--- src/rtl/sys_cntr_tx_mb.sv ---
// Multi-byte response sender: queues read/ALU responses and serialises them LSB-first,
// launching each byte with a toggle on Tx_Data_valid. Optional macro: TX_TIMEOUT_EN.
module sys_cntr_tx_mb #(
  parameter int unsigned WIDTH       = 8,
  parameter int unsigned ALU_BYTES   = 2,
  parameter int unsigned Q_DEPTH     = 4,
  parameter int unsigned TIMEOUT_CYC = 1024
) (
  input  logic                        CLK,
  input  logic                        Reset,
  input  logic [WIDTH-1:0]            RdData,
  input  logic                        Rd_valid,
  input  logic [ALU_BYTES*WIDTH-1:0]  ALU_out,
  input  logic                        ALU_out_valid,
  input  logic [3:0]                  ALU_FUN,
  input  logic                        Busy,
  input  logic                        Ser_done,
  output logic [WIDTH-1:0]            Tx_Data,
  output logic                        Tx_Data_valid,
  output logic [$clog2(Q_DEPTH):0]    Q_count,
  output logic                        Ovf,
  output logic                        Err
);

  localparam int unsigned PW  = ALU_BYTES * WIDTH;
  localparam int unsigned NBW = $clog2(ALU_BYTES + 1);
  localparam int unsigned AW  = $clog2(Q_DEPTH);
  localparam int unsigned CW  = AW + 1;

  typedef enum logic [1:0] {IDLE, LAUNCH, WAIT_BUSY, WAIT_DONE} state_t;

  logic [PW-1:0]  pay_q [Q_DEPTH];
  logic [NBW-1:0] nb_q  [Q_DEPTH];
  logic [AW-1:0]  wr_ptr_q, rd_ptr_q;
  logic [CW-1:0]  count_q, count_d;
  logic           ovf_q;

  state_t         state_q;
  logic [PW-1:0]  shift_q;
  logic [NBW-1:0] bcnt_q;
  logic [WIDTH-1:0] tx_data_q;
  logic           tx_tgl_q;

  logic           full, enq_req, enq_ok, drop, pop;
  logic [PW-1:0]  enq_pay;
  logic [NBW-1:0] enq_nb;
  logic [1:0]     unused_fun;

  assign unused_fun = ALU_FUN[1:0];

  assign full    = (count_q == CW'(Q_DEPTH));
  assign pop     = (state_q == IDLE) && (count_q != '0) && !Busy;
  assign enq_req = Rd_valid | ALU_out_valid;
  // A full queue still accepts when the head leaves in the same cycle.
  assign enq_ok  = enq_req && (!full || pop);
  assign drop    = (Rd_valid && ALU_out_valid) || (enq_req && !enq_ok);
  assign count_d = count_q + CW'(enq_ok) - CW'(pop);

  always_comb begin
    enq_pay = ALU_out;
    enq_nb  = NBW'(1);
    if (Rd_valid) begin
      enq_pay = PW'(RdData);
    end else if (ALU_FUN[3:2] == 2'b00) begin
      enq_nb = NBW'(ALU_BYTES);
    end
  end

  always_ff @(posedge CLK) begin
    if (enq_ok) begin
      pay_q[wr_ptr_q] <= enq_pay;
      nb_q[wr_ptr_q]  <= enq_nb;
    end
  end

  always_ff @(posedge CLK) begin
    if (Reset) begin
      wr_ptr_q <= '0;
      rd_ptr_q <= '0;
      count_q  <= '0;
      ovf_q    <= 1'b0;
    end else begin
      if (enq_ok) wr_ptr_q <= wr_ptr_q + AW'(1);
      if (pop)    rd_ptr_q <= rd_ptr_q + AW'(1);
      count_q <= count_d;
      if (drop)   ovf_q <= 1'b1;
    end
  end

`ifdef TX_TIMEOUT_EN
  localparam int unsigned TW = $clog2(TIMEOUT_CYC + 1);
  logic [TW-1:0] tmo_q;
  logic          err_q;
  logic          tmo_hit;
  // Abort on the TIMEOUT_CYC-th edge spent in the same wait state.
  assign tmo_hit = (tmo_q == TW'(TIMEOUT_CYC - 1));
  assign Err     = err_q;
`else
  logic unused_tmo;
  assign unused_tmo = (TIMEOUT_CYC == 0);
  assign Err        = 1'b0;
`endif

  always_ff @(posedge CLK) begin
    if (Reset) begin
      state_q   <= IDLE;
      shift_q   <= '0;
      bcnt_q    <= '0;
      tx_data_q <= '0;
      tx_tgl_q  <= 1'b0;
`ifdef TX_TIMEOUT_EN
      tmo_q     <= '0;
      err_q     <= 1'b0;
`endif
    end else begin
`ifdef TX_TIMEOUT_EN
      tmo_q <= '0;
`endif
      unique case (state_q)
        IDLE: begin
          if (pop) begin
            shift_q <= pay_q[rd_ptr_q];
            bcnt_q  <= nb_q[rd_ptr_q];
            state_q <= LAUNCH;
          end
        end
        LAUNCH: begin
          tx_data_q <= shift_q[WIDTH-1:0];
          tx_tgl_q  <= ~tx_tgl_q;
          shift_q   <= shift_q >> WIDTH;
          bcnt_q    <= bcnt_q - NBW'(1);
          state_q   <= WAIT_BUSY;
        end
        WAIT_BUSY: begin
          if (Busy) state_q <= WAIT_DONE;
`ifdef TX_TIMEOUT_EN
          else if (tmo_hit) begin
            state_q <= IDLE;
            bcnt_q  <= '0;
            err_q   <= 1'b1;
          end else tmo_q <= tmo_q + TW'(1);
`endif
        end
        WAIT_DONE: begin
          if (Ser_done) state_q <= (bcnt_q != '0) ? LAUNCH : IDLE;
`ifdef TX_TIMEOUT_EN
          else if (tmo_hit) begin
            state_q <= IDLE;
            bcnt_q  <= '0;
            err_q   <= 1'b1;
          end else tmo_q <= tmo_q + TW'(1);
`endif
        end
        default: state_q <= IDLE;
      endcase
    end
  end

  assign Tx_Data       = tx_data_q;
  assign Tx_Data_valid = tx_tgl_q;
  assign Q_count       = count_q;
  assign Ovf           = ovf_q;

endmodule

--- config.mk ---
export PLATFORM = sky130hd
export DESIGN_NAME = sys_cntr_tx_mb
export DESIGN_NICKNAME = d
export VERILOG_FILES = /design/src/rtl/sys_cntr_tx_mb.sv
export SDC_FILE = /design/constraint.sdc
export NUM_CORES = 1
export LEC_CHECK = 0
export ABC_AREA = 1
export CORE_MARGIN = 8
export CORE_UTILIZATION = 30
export CTS_CLUSTER_DIAMETER = 30
export DETAILED_ROUTE_END_ITERATION = 7
export GPL_ROUTABILITY_DRIVEN = 0
export MAX_ROUTING_LAYER = met4
export PLACE_DENSITY_LB_ADDON = 0.25
export SLEW_MARGIN = 40
export SYNTH_ARGS = -nofsm -noshare
export SYNTH_HDL_FRONTEND = slang
export SYNTH_SLANG_ARGS = --single-unit
--- constraint.sdc ---
create_clock -name CLK -period 3 [get_ports CLK]
set_clock_uncertainty 0.05 [all_clocks]
set_input_delay 0.9 -clock CLK [delete_from_list [all_inputs] [get_ports CLK]]
set_output_delay 0.9 -clock CLK [all_outputs]
set_load 0.03 [all_outputs]
; Word-level counts from Yosys, hierarchy flattened
; Memories as Yosys holds them, arrays and structs flattened. A register that Yosys moved wholly into a read port is not among the register bits.
; Index checks and enable logic that the tools add are counted.
[op_classes]
add_sub_neg = 5
n_eq_ne = 7
mux = 18
bitwise_logic = 2
reduce_logical = 17
[op_table]
columns = cell, count
row1 = two-way mux 16 bit, 2
row2 = case mux 16 bit (2 select lines), 1
row3 = two-way mux 2 bit, 10
row4 = case mux 2 bit (4 select lines), 1
row5 = "inequality test 2 bit, second input constant", 3
row6 = logical AND 1 bit, 5
row7 = "adder 2 x 1 -> 2 bit, second input constant", 2
row8 = "equality test 2 bit, second input constant", 2
row9 = logical NOT 2 bit, 2
row10 = case mux 2 bit (2 select lines), 1
row11 = nonzero test 2 bit, 2
row12 = adder 3 x 1 -> 3 bit, 1
row13 = "equality test 3 bit, second input constant", 1
row14 = logical NOT 1 bit, 3
row15 = two-way mux 1 bit, 3
row16 = AND reduction 3 bit, 1
row17 = nonzero test 3 bit, 1
row18 = subtractor 3 x 1 -> 3 bit, 1
row19 = "equality test 2 x 1 -> 1 bit, second input constant", 1
row20 = logical OR 1 bit, 2
row21 = AND reduction 2 bit, 1
row22 = "subtractor 2 x 1 -> 2 bit, second input constant", 1
row23 = inverter 1 bit, 1
row24 = OR 1 bit, 1
[totals]
reg_bits = 37
mem_bits_rw = 72
input_bits = 34
output_inout_bits = 14
elab_cells = 60
memories = 2
[memory_table]
columns = memory, depth, width, rd, rd_ports_with_merged_regs, wr, line
row1 = pay_q, 4, 16, 1, 1, 1, 32  ; logic [PW-1:0] pay_q [Q_DEPTH];
row2 = nb_q, 4, 2, 1, 1, 1, 33  ; logic [NBW-1:0] nb_q [Q_DEPTH];

; Logic depth before layout (Yosys ltp)
[logic_depth]
ltp_word = 8
ltp_mapped = 15
mapped_depth_nobuf = 14

; Worst setup path before layout
; No wires, ideal clock.
[synth_path]
path_kind = input -> register
startpoint = in ALU_out_valid
endpoint = reg count_q[2], in the netlist Q_count[2]
arrival_time_ns = 2.533
setup_slack_ns = 0.296
cell_stages = 10
cell_sequence = or2_2 -> nand2_1 -> ha_1 -> inv_1 -> ha_1 -> inv_1 -> fa_1 -> xnor2_1 -> o21ai_0 -> a21oi_1
[synth_between]
elab_chain_len = 4
[synth_lines]
columns = element, line
row1 = start: declaration, 14  ; input logic ALU_out_valid,
row2 = OR 1 bit, 53  ; assign enq_req = Rd_valid | ALU_out_valid;
row3 = logical AND 1 bit, 55  ; assign enq_ok = enq_req && (!full || pop);
row4 = adder 3 x 1 -> 3 bit, 57  ; assign count_d = count_q + CW'(enq_ok) - CW'(pop);
row5 = subtractor 3 x 1 -> 3 bit, 57
row6 = end signal: assignment, 85  ; count_q <= count_d;
row7 = end: declaration, 35  ; logic [CW-1:0] count_q, count_d;
; No other way between the ends.
; A chain may end at the register's enable or synchronous reset.

; Worst setup path in the final report
[layout_path]
startpoint = in Busy
endpoint = reg count_q[2], in the netlist Q_count[2]
[layout_between]
elab_chain_len = 6
[layout_lines]
columns = element, line
row1 = start: declaration, 16  ; input logic Busy,
row2 = logical NOT 1 bit (*), 52  ; assign pop = (state_q == IDLE) && (count_q != '0) && !Busy;
row3 = logical AND 1 bit (*), 52
row4 = logical OR 1 bit, 55
row5 = logical AND 1 bit, 55
row6 = adder 3 x 1 -> 3 bit, 57
row7 = subtractor 3 x 1 -> 3 bit (*), 57
; Every way passes the cells marked *; elsewhere a longest branch is shown, timed or not.

==> results.md <==
- Result of the run: finished, final reports clean
- Classification of the worst-slack hold path: flop to flop
- Top cells by area, synth: sky130_fd_sc_hd__edfxtp_1, sky130_fd_sc_hd__dfxtp_1, sky130_fd_sc_hd__nand2_1, sky130_fd_sc_hd__nor2_1, sky130_fd_sc_hd__inv_1
- Worst Setup Slack, final: 242 ps
- Multi-input combinational cell area: 0.00153 mm²
- Required time at the worst-slack endpoint: 3220 ps
- Per-cell via count in the routed design: 4.29
- Path depth of the worst reg2reg path: 13
- Final period utilization: 91.9%
- Critical Path Source Type: input pin
- Data arrival at the endpoint of the critical path: 2980 ps
- Number of placed instances with taps included: 791
- Cell depth of the worst min-delay path: 2
- Num ports: 48
- Type of the worst setup path: input pin to flop
- Post-synth EDFFs: 72
- Antenna violations before repair: 0
- Synth Net Count: 586
- Antenna Violating Nets Remaining: 0
- End point of the most critical hold path: shift_q[14]
- Number of instances in the synthesized netlist: 539
- Final cell count without fillers: 807
- Clock transition at the register clock pins on the worst setup and hold paths after CTS: 70 ps
- Initial DRC count: 201
- Insertion delay to the later sink of the worst-skew pair: 340 ps
- Mapped cell area: 0.00487 mm²
- DP Worst Slack: -98.3 ps
- Via count: 3463
- Cell accounting for the most synthesized area: sky130_fd_sc_hd__edfxtp_1
- Filler instances: 1615
- # DRC: 0
- Fraction of post-synthesis cell area in the top cell type by area: 44.4%
- Post-CTS Setup Repair Bufs: 0
- Static leakage: 0.00251 µW
- Routed WL: 10300 µm
- Origin of the worst min-delay path: shift_q[14]
- Max_slew headroom: 57.1%
- Leftover overflow at the end of global routing: 0
- Bufs on Longest Clock Path: 2
- Total of warnings raised by yosys: 0
- Master cell of the clock root buffer: sky130_fd_sc_hd__clkbuf_16
- Row cnt: 46
- Register bit total from synthesis: 111
- Final nets: 633
- Gates resized, CTS repair: 0
- Proportion of synthesized flip-flops having asynchronous set or reset: 0%
- Core area: 0.0159 mm²
- Number of diodes: 0
- Most common flop cell mapped by yosys: sky130_fd_sc_hd__edfxtp_1
- Total Neg Setup Slack: 0 ps
- Number of failing hold endpoints at the final stage: 0
- Vias in the first global route: 3426
- Average wire length per cell after detail routing: 12.7 µm
- Least-Margin Pin Slew: 642 ps
- FF-to-FF Start: state_q[0]
- Layout cells sized above 1: 6.94%
- Dpl hpwl: 6740 µm
- Vertical die dimension: 143 µm
- Reg-to-Reg End: Q_count[2]
- Part of the Yosys area used for sequential elements: 60.4%
- FF/Latch Area: 0.00294 mm²
- Pin count of the biggest net entering global routing: 38
- Number of buffers inserted by port buffering: 44
- Die width: 143 µm
- Final core utilization: 37.2%
- Hold buffer count at CTS: 0
- Final period demand of the worst path: 2760 ps
- Ratio of total power to cell area: 872 mW/mm²
- Commonest cells after routing, fill and taps aside: sky130_fd_sc_hd__nand2_1, sky130_fd_sc_hd__edfxtp_1, sky130_fd_sc_hd__nor2_1
- Peak clock frequency supported by timing: 363 MHz
- Maximum fanout along the worst path: 3
- Final max-slew violation count: 0
- Post-Syn Area per Cell: 9.03 µm²
- Die area: 0.0206 mm²
- First drt pass iteration count: 4
- Number of setup violations in the final report: 0
- Most common cell after layout, fill and taps aside: sky130_fd_sc_hd__nand2_1
- Setup slack of the most critical reg-to-reg path: 530 ps
- Maximum level of the CTS H-tree: 3
- Crit. End Element: flop
- Peak supply drop: 0.335 mV
- GR Util All Layers: 10.8%
- Count of clock tree sinks: 111
- Layout area overhead: 21.3%
- CTS tree: yes
- Global-route wire length before repair: 16900 µm
- Starting density of the core: 30.7%
- RSZ-0062 raised after global routing: false
- CTS buffer count: 9
- Synth cell types: 26
- Max cap viols: 0
critical path, cell delays in order:
cell and delay, ps:
sky130_fd_sc_hd__clkdlybuf4s50_1 460, sky130_fd_sc_hd__inv_1 60, sky130_fd_sc_hd__nand2_1 100, sky130_fd_sc_hd__nand3_1 110
sky130_fd_sc_hd__nand2_1 120, sky130_fd_sc_hd__ha_1 230, sky130_fd_sc_hd__inv_1 50, sky130_fd_sc_hd__ha_1 120
sky130_fd_sc_hd__inv_1 40, sky130_fd_sc_hd__fa_1 370, sky130_fd_sc_hd__xnor2_1 180, sky130_fd_sc_hd__o21ai_0 90
sky130_fd_sc_hd__a21oi_1 140
layout make-up:
cell class,count,share of cell area [%]
Sequential cell,111,49.8
Multi-Input combinational cell,336,25.9
Timing Repair Buffer,61,10.5
Clock buffer,13,4.66
Tap cell,216,4.57
Inverter,67,4.26
Clock inverter,3,0.381
cell families (layout without fill, tap and decap cells):
| group | Yosys count | after routing | synth area share, % |
|---|---|---|---|
| and+or+nand+nor | 273 | 273 | 22.5 |
| DFF | 111 | 111 | 60.4 |
| buffers and inverters | 92 | 144 | 8.20 |
| AOI/OAI and AO/OA | 46 | 46 | 4.73 |
| adders and majority gates | 13 | 13 | 3.49 |
| xor gates and xnor gates | 3 | 3 | 0.540 |
| other | 1 | 1 | 0.0770 |
power by group:
part	internal, µW	switching (µW)	leakage (µW)	total, µW
clock	652	525	0.000149	1180
sequential	1990	144	0.000993	2130
combinational	676	1170	0.00136	1840
total	3320	1840	0.00251	5150
how the worst max path moves through the flow:
stage	from	to	slack [ps]	depth (start not counted)
finish	Busy	Q_count[2]	240	13
global route	Busy	Q_count[2]	110	13
CTS	Busy	Q_count[2]	250	13
detailed placement	Busy	Q_count[2]	-100	13
global placement	ALU_out_valid	Q_count[2]	-80	11
floorplan	ALU_out_valid	Q_count[2]	300	10
synth_stat cells (2+ instances only):
cell type                    n
sky130_fd_sc_hd__nand2_1   157
sky130_fd_sc_hd__edfxtp_1   72
sky130_fd_sc_hd__nor2_1     69
sky130_fd_sc_hd__inv_1      63
sky130_fd_sc_hd__dfxtp_1    39
sky130_fd_sc_hd__nand3_1    39
sky130_fd_sc_hd__a21oi_1    26
sky130_fd_sc_hd__buf_2      13
sky130_fd_sc_hd__ha_1       12
sky130_fd_sc_hd__o21ai_0    10
sky130_fd_sc_hd__o21ai_1    10
sky130_fd_sc_hd__clkbuf_1    5
sky130_fd_sc_hd__buf_4       4
sky130_fd_sc_hd__inv_2       4
sky130_fd_sc_hd__buf_6       3
sky130_fd_sc_hd__or2_2       2
sky130_fd_sc_hd__xnor2_1     2
sequential cells by signal (all words and copies together) (netlist names), named ones only:
name           flops
pay_q             64
shift_q           16
Tx_Data            8
nb_q               8
Q_count            3
bcnt_q             2
rd_ptr_q           2
state_q            2
wr_ptr_q           2
Ovf                1
Tx_Data_valid      1
per-layer routing:
layer / wire, µm / share of wire (%) / global-route usage, % / vias up
met1: 4820 / 47 / 13.1 / 1590
met4: 158 / 1.5 / 4.81 / 0
met5: 0 / 0 / - / -
li1: - / - / - / 1796
met2: 4830 / 47 / 17.6 / 66
met3: 483 / 4.7 / 1.69 / 11
metrics by stage:
step	power, µW	instance area (µm²)	hold WS, ps
3_3_place_gp	3990	5610	422
2_1_floorplan	3460	4870	405
6_report	5150	5910	436
4_1_cts	5230	5910	438
5_1_grt	5540	5910	464
3_5_place_dp	4030	5610	424
Note: power is estimated with default switching activity, not from simulation.
